==> config.mk <==
export PLATFORM = sky130hd
export DESIGN_NAME = mul_div_unit
export DESIGN_NICKNAME = d
export VERILOG_FILES = /design/src/rtl/mul_div_unit_pkg.sv /design/src/rtl/mul_div_unit.sv
export SDC_FILE = /design/constraint.sdc
export NUM_CORES = 1
export LEC_CHECK = 0
export BUFFER_PORTS_ARGS = -buffer_cell sky130_fd_sc_hd__buf_2
export CAP_MARGIN = 0
export CELL_PAD_IN_SITES_DETAIL_PLACEMENT = 1
export CELL_PAD_IN_SITES_GLOBAL_PLACEMENT = 2
export CORE_UTILIZATION = 33
export CTS_BUF_LIST = sky130_fd_sc_hd__clkbuf_4 sky130_fd_sc_hd__clkbuf_8
export DETAILED_ROUTE_END_ITERATION = 8
export PLACE_DENSITY = 0.82
export RECOVER_POWER = 50
export SLEW_MARGIN = 20
export SYNTH_ARGS = -nofsm -noshare
export SYNTH_HDL_FRONTEND = slang
export SYNTH_SLANG_ARGS = --single-unit
==> constraint.sdc <==
create_clock -name clk -period 2.4 [get_ports clk]
set_clock_uncertainty 0.05 [all_clocks]
set_input_delay 0.24 -clock clk [delete_from_list [all_inputs] [get_ports clk]]
set_output_delay 0.24 -clock clk [all_outputs]
set_load 0.03 [all_outputs]
==> src/rtl/mul_div_unit_pkg.sv <==
// Shared definitions for the iterative multiply/divide unit:
// op encodings, FSM state encoding and the iteration count.
package mul_div_unit_pkg;

  localparam logic OP_MUL = 1'b0;
  localparam logic OP_DIV = 1'b1;

  localparam int ITERATIONS = 16;

  typedef enum logic [1:0] {
    IDLE = 2'b00,
    RUN  = 2'b01,
    DONE = 2'b10
  } state_t;

endpackage

==> src/rtl/mul_div_unit.sv <==
// Multi-cycle unsigned multiply/divide unit.
// Radix-2 shift-add multiply and restoring divide, one iteration per clock.
// Both datapaths share the FSM and iteration counter; results are held in
// dedicated registers so they stay stable until the next operation completes.
module mul_div_unit
  import mul_div_unit_pkg::*;
#(
  parameter int bus_width   = 16,
  parameter int count_width = 5
) (
  input  logic                 clk,
  input  logic                 rst_n,
  input  logic                 start,
  input  logic                 op,
  input  logic [bus_width-1:0] operand_x,
  input  logic [bus_width-1:0] operand_y,
  output logic                 busy,
  output logic                 done,
  output logic [bus_width-1:0] result_lo,
  output logic [bus_width-1:0] result_hi,
  output logic                 div_by_zero
);

  state_t state_reg, state_next;

  logic                   op_reg;
  logic [bus_width-1:0]   operand_reg;   // multiplicand for MUL, divisor for DIV
  logic [2*bus_width:0]   acc_reg;       // MUL accumulator {carry, hi, lo}
  logic [bus_width:0]     rem_reg;       // DIV partial remainder
  logic [bus_width-1:0]   quot_reg;      // DIV dividend in, quotient out
  logic [count_width-1:0] count_reg;
  logic [bus_width-1:0]   result_lo_reg;
  logic [bus_width-1:0]   result_hi_reg;
  logic                   dbz_reg;

  logic                   accept;
  logic                   zero_div;
  logic                   last_iter;
  logic [bus_width:0]     mul_sum;
  logic [2*bus_width:0]   mul_next;
  logic [bus_width+1:0]   div_shift;
  logic [bus_width+1:0]   div_trial;
  logic [bus_width:0]     rem_next;
  logic [bus_width-1:0]   quot_next;

  assign accept    = start && (state_reg != RUN);
  assign zero_div  = (op == OP_DIV) && (operand_y == '0);
  assign last_iter = (count_reg == count_width'(bus_width - 1));

  // One radix-2 step of each datapath, computed from the current registers.
  always_comb begin
    mul_sum   = {acc_reg[2*bus_width], acc_reg[2*bus_width-1:bus_width]}
              + {1'b0, (acc_reg[0] ? operand_reg : {bus_width{1'b0}})};
    mul_next  = {1'b0, mul_sum, acc_reg[bus_width-1:1]};
    div_shift = {rem_reg, quot_reg[bus_width-1]};
    div_trial = div_shift - {2'b00, operand_reg};
    rem_next  = div_shift[bus_width:0];
    quot_next = {quot_reg[bus_width-2:0], 1'b0};
    if (!div_trial[bus_width+1]) begin
      rem_next  = div_trial[bus_width:0];
      quot_next = {quot_reg[bus_width-2:0], 1'b1};
    end
  end

  // FSM state register.
  always_ff @(posedge clk) begin
    if (!rst_n) state_reg <= IDLE;
    else        state_reg <= state_next;
  end

  // Next-state logic; a start in DONE is accepted just like in IDLE.
  always_comb begin
    state_next = state_reg;
    case (state_reg)
      IDLE, DONE: begin
        if (start) state_next = zero_div ? DONE : RUN;
        else       state_next = IDLE;
      end
      RUN: begin
        if (last_iter) state_next = DONE;
      end
      default: state_next = IDLE;
    endcase
  end

  // Datapath: load on accept, iterate while running, capture results on the last step.
  always_ff @(posedge clk) begin
    if (!rst_n) begin
      op_reg        <= OP_MUL;
      operand_reg   <= '0;
      acc_reg       <= '0;
      rem_reg       <= '0;
      quot_reg      <= '0;
      count_reg     <= '0;
      result_lo_reg <= '0;
      result_hi_reg <= '0;
      dbz_reg       <= 1'b0;
    end else if (accept) begin
      op_reg      <= op;
      operand_reg <= (op == OP_MUL) ? operand_x : operand_y;
      acc_reg     <= {{(bus_width+1){1'b0}}, operand_y};
      rem_reg     <= '0;
      quot_reg    <= operand_x;
      count_reg   <= '0;
      dbz_reg     <= 1'b0;
      if (zero_div) begin
        result_lo_reg <= '1;
        result_hi_reg <= operand_x;
        dbz_reg       <= 1'b1;
      end
    end else if (state_reg == RUN) begin
      count_reg <= count_reg + count_width'(1);
      if (op_reg == OP_MUL) acc_reg <= mul_next;
      else begin
        rem_reg  <= rem_next;
        quot_reg <= quot_next;
      end
      if (last_iter) begin
        if (op_reg == OP_MUL) begin
          result_lo_reg <= mul_next[bus_width-1:0];
          result_hi_reg <= mul_next[2*bus_width-1:bus_width];
        end else begin
          result_lo_reg <= quot_next;
          result_hi_reg <= rem_next[bus_width-1:0];
        end
      end
    end
  end

  assign busy        = (state_reg == RUN);
  assign done        = (state_reg == DONE);
  assign result_lo   = result_lo_reg;
  assign result_hi   = result_hi_reg;
  assign div_by_zero = dbz_reg;

endmodule

After elaboration in Yosys (flattened, before gate mapping)
Cells that the tools add are included.

storage, ports and cells
  word-level logic and storage cells = 62
  input bits = 36
  output and inout bits = 35
  bits in registers = 122

cells by class
  bitwise operators = 2
  eq/ne operators = 7
  reductions and logical operators = 14
  mux-type cells = 25
  add/subtract/negate cells = 3

operators with widths
  operator                                               count
  two-way mux 16 bit                                     18
  subtractor 18 x 16 -> 18 bit                           1
  adder 16 x 16 -> 17 bit                                1
  two-way mux 17 bit                                     1
  zero test 16 bit                                       1
  inequality test 2 x 1 -> 1 bit, second input constant  4
  AND reduction 2 bit                                    4
  two-way mux 2 bit                                      3
  nonzero test 2 bit                                     3
  adder 5 x 1 -> 5 bit, second input constant            1
  == test 5 x 4 -> 1 bit, second input constant          1
  case mux 2 bit (2 select lines)                        1
  OR reduction 2 bit                                     2
  AND reduction 3 bit                                    1
  == test 2 x 1 -> 1 bit, second input constant          1
  == test 2 bit, second input constant                   1
  logical AND 1 bit                                      2
  zero test 2 bit                                        1
  two-way mux 1 bit                                      2
  NOT 1 bit                                              2

Logic depth before layout (Yosys ltp)
  depth in word-level cells = 6
  gate-level depth with buffers = 11
  depth with buffers taken out = 11

Least setup slack after synthesis
Ideal clock, no wire load.

  kind = reg-to-reg
  start = register operand_reg[14]
  end = register result_hi_reg[15] (netlist: result_hi[15])
  data required time = 2.227 ns
  buffers on the path = 2
  cell stages (with the launch flop) = 11
  data arrival time = 2.411 ns
  setup slack = -0.184 ns
  setup time = 0.123 ns
  period minus slack after synthesis = 2.584 ns
  path through = dfxtp_1 > inv_1 > ha_1 > a21o_1 > a211o_1 > a2111oi_2 > o211ai_2 > buf_6 > buf_2 > a221oi_2 > o22ai_1

between the ends
  longest elaborated chain between the ends = 6
  elaborated cells between the ends (all ways) = 8
  classes of those cells = add/sub (2); mux (6)

RTL lines
  element                                                             line                                    RTL
  start: declaration                                                  mul_div_unit.sv:27                      logic [bus_width-1:0] operand_reg;
  start signal: assignment                                            mul_div_unit.sv:100                     operand_reg <= (op == OP_MUL) ? operand_x : operand_y;
  subtractor 18 x 16 -> 18 bit or two-way mux 16 bit (tied branches)  mul_div_unit.sv:56, mul_div_unit.sv:53
  two-way mux 17 bit or adder 16 x 16 -> 17 bit (tied branches)       mul_div_unit.sv:59, mul_div_unit.sv:53
  two-way mux 16 bit (*)                                              mul_div_unit.sv:119                     if (op_reg == OP_MUL) begin
  two-way mux 16 bit (*)                                              mul_div_unit.sv:118                     if (last_iter) begin
  two-way mux 16 bit (*)                                              mul_div_unit.sv:111                     end else if (state_reg == RUN) begin
  two-way mux 16 bit (*)                                              mul_div_unit.sv:98                      end else if (accept) begin
  end signal: assignment                                              mul_div_unit.sv:108                     result_hi_reg <= operand_x;
  end signal: assignment                                              mul_div_unit.sv:121                     result_hi_reg <= mul_next[2*bus_width-1:bus_width];
  end signal: assignment                                              mul_div_unit.sv:124                     result_hi_reg <= rem_next[bus_width-1:0];
  end: declaration                                                    mul_div_unit.sv:33                      logic [bus_width-1:0] result_hi_reg;

Every way passes the cells marked *; elsewhere a longest branch is shown, timed or not. The select of a mux whose other input is x is not followed.
A chain may end at the register's enable or synchronous reset.

Worst setup path in the final report
  start = register operand_reg[6]
  end = register result_hi_reg[15] (netlist: result_hi[15])

The elaborated chain is that of the path after synthesis.

==> results.md <==
- Outcome: finished, violations left
- Failing checks: negative setup slack
- Slowest CP cell: dfxtp_2
- Hold Path Class: input pin to register
- VDD IR max: roughly 0.33 mV
- Vias: roughly 7300
- Number of flops mapped to enable cells by yosys: 0
- Slew Limit Fails: 0
- GP Congestion: between 0.8 and 0.9
- Worst skew pair latency: 0.46 ns
- Cell area after layout: between 10000 and 15000 sq um
- Main combinational cell family by area after synthesis: compound AO/OA/AOI/OAI gates
- Sink Count: around 120
- Routed WL per cell: 21.0 um
- Initial antenna violation count: 1
- Final Hold Viols: 0
- PD cells: 549 nW/um^2
- Final net count: around 1100
- Synth async-reset ratio: 0
- Vias in the first global route: 7427
- Cell Area, Synth: slightly above 7000 sq um
- Sequential share of the synthesized area: 0.347
- Vias/cell: around 5.5
- Height of the die: between 100 and 150 um
- Synth area leaders: dfxtp_1 35%, nand2_1 7.0%, o211a_1 6.7%
- H-tree depth: 4
- DR pass1 iterations: 5
- Switching power: between 1.5 and 2 mW
- Placed insts: 1277
- Starting Density: 0.336
- Global Route Usage Sum: 0.252
- Synth area leader: dfxtp_1
- Total Wirelength: 27.8 mm
- Antenna Violating Nets Remaining: 0
- Cells after Synth: approximately 860
- Post-Synth XOR/XNOR Area: 0.0311
- Final worst path period share: 1.08
- Most frequent CP cell: buf_6
- Hold-fix buffers, CTS: 0
- Setup TNS: -2.86 ns
- Seq pwr share: 0.395
- Lkg Pwr: 4.37 nW
- Clk slew on worst S/H paths: roughly 0.080 ns
- Max reg flops: 32
- Chip width: ~150 um
- Yosys warnings: 0
- Clk pwr share: 0.366
- RSZ-0062 raised after global routing: yes
- P_int: roughly 3.8 mW
- Netlist cell types: 62
- DIE AREA: approximately 22000 sq um
- Non-filler instance count after layout: approximately 1300
- Post-synthesis adder-cell area fraction: 0.0661
- Antenna diode count: 0
- Final min period: 2.59 ns
- Post-synthesis compound-gate area fraction: 0.271
- Root Driver: clkbuf_8
- Drc violations: 0
- Clock buffer depth: 2
- Initial DRC count: between 400 and 500
- Top Ports: between 70 and 80
- Worst-path cell chain: inv_2 > ha_4 > a21o_1 > or3_4 > o21ai_4 > o21a_1 > o211ai_4 > buf_6 > buf_6 > buf_6 > a221oi_2 > o22ai_1
- First-pass GRT wire length: around 42 mm
- Sw frac: 0.312
- Post-Syn Nets: 930
- Mux contribution to synthesized area: 0.0515
- Area Overhead vs Synth: 42.3%
- Pre-CTS setup slack: -0.354 ns
- CP Data Arrival Time: around 2.9 ns
- Critical path type: register to register
- HPWL Detailed: 19.4 mm
- Core outline area: 21000 sq um
- Grt total ovfl: 0
- Crit-path max FO: 5
- Startpoint Class: register
- Setup ws final: -0.185 ns
- Final setup viols: between 40 and 50
- Combinational share of power: 0.239
- Max Cap Violations: 0
- Critical Path RT: around 2.7 ns
- Num CTS Buffers: 17
- Max_slew headroom: 0.349
- Register bit total from synthesis: between 100 and 150
- Simple-gate portion of the synthesized area: 0.189
- Ys flop type: dfxtp_1
- Cell Area, Placed: around 8600 sq um
- Setup crit end kind: register
- Rows: 53
- Slowest stage delay, CP: 0.35 ns
- Avg Cell Area, Syn: between 8 and 9 sq um
- Most frequent cells in the layout: 128 x nand2_1, 128 x buf_4, 107 x dfxtp_1
- I/O Buffers: 70
- Layout cell share with drive strength beyond 1: 0.357
- Worst-margin pin slew: a little under 1 ns
- Pin count of the biggest net entering global routing: between 60 and 70
- Core Util, Final: 0.479
- FMAX: 387 MHz
- CTS tree: done
- Synth top area share: 0.347
-- critical path: cells and delay by family, from the launching register on --
kind | cells | cell delay [ns]
DFF | 1 | 0.35
buffers and inverters | 4 | 0.47
AOI/OAI and AO/OA | 6 | 1.04
adders and majority gates | 1 | 0.23
and+or+nand+nor | 1 | 0.34
-- synth_stat cells (9+ instances only) --
library cell	n
o211a_1	47
ha_1	34
mux2i_1	34
inv_1	20
a21oi_1	63
dfxtp_1	122
xnor2_1	14
nor2_1	47
and2_1	24
o211ai_1	15
o21ai_0	34
o21a_1	9
clkbuf_1	39
a211oi_1	13
o21ai_1	20
nand2_1	132
nand3_1	42
a22oi_1	16
xor2_1	11
a21boi_0	18
-- layout make-up --
| class | count | area (sq um) |
|---|---|---|
| fill | 2472 | 10900 |
| multi-input combinational | 659 | 5230 |
| sequential | 122 | 2470 |
| timing repair buffer | 216 | 1490 |
| tap | 275 | 344 |
| clock buffer | 21 | 277 |
| clock inverter | 11 | 144 |
| inverter | 20 | 75.1 |
-- stage by stage --
step,total power [mW],hold slack (ns)
2_1_floorplan,2.79,0.346
3_3_place_gp,3.23,0.398
3_5_place_dp,3.25,0.403
4_1_cts,5.46,0.00336
5_1_grt,5.72,0.00729
6_report,5.51,0.0222
-- what timing repair did --
| item | 4_1_cts | 5_1_grt |
|---|---|---|
| pin swaps | 55 | 51 |
| resized for setup | 137 | 79 |
| cloned | 2 | 0 |
| setup endpoints to repair | 46 | 45 |
| endpoints found under the hold margin | 0 | 0 |
| setup buffers | 11 | 5 |
-- power by group through the flow --
stage	sequential (mW)	combinational, mW	clock, mW
after floorplan	2.19	0.595	0
after global placement	2.21	1.02	0
after detailed placement	2.21	1.03	0
after CTS	2.17	1.23	2.05
after global routing	2.19	1.40	2.13
final	2.18	1.32	2.01
-- worst paths after layout --
path / from / to / slack, ns / cells after the start
setup / recovery: operand_reg[6] / result_hi[15] / -0.19 / 12
hold reg to reg: acc_reg[20] / acc_reg[20] / 0.42 / 2
setup reg to reg: operand_reg[6] / result_hi[15] / -0.19 / 12
hold / removal: operand_y[12] / acc_reg[12] / 0.02 / 2
-- metal layers --
layer  wire, um  track usage  up-vias
met1      12600        0.331     3677
li1           -            -     3436
met4        563       0.0701        0
met2      13600        0.417      129
met5          0            0        -
met3       1020       0.0509       35
-- cell families after synthesis --
group | count (synthesis)
AND/OR/NAND/NOR | 292
AO/OA/AOI/OAI | 270
flip-flops | 122
buffers and inverters | 77
multiplexers | 36
adder cells (fa/ha/maj) | 36
XOR/XNOR | 25
(Power assumes the default switching activity.)
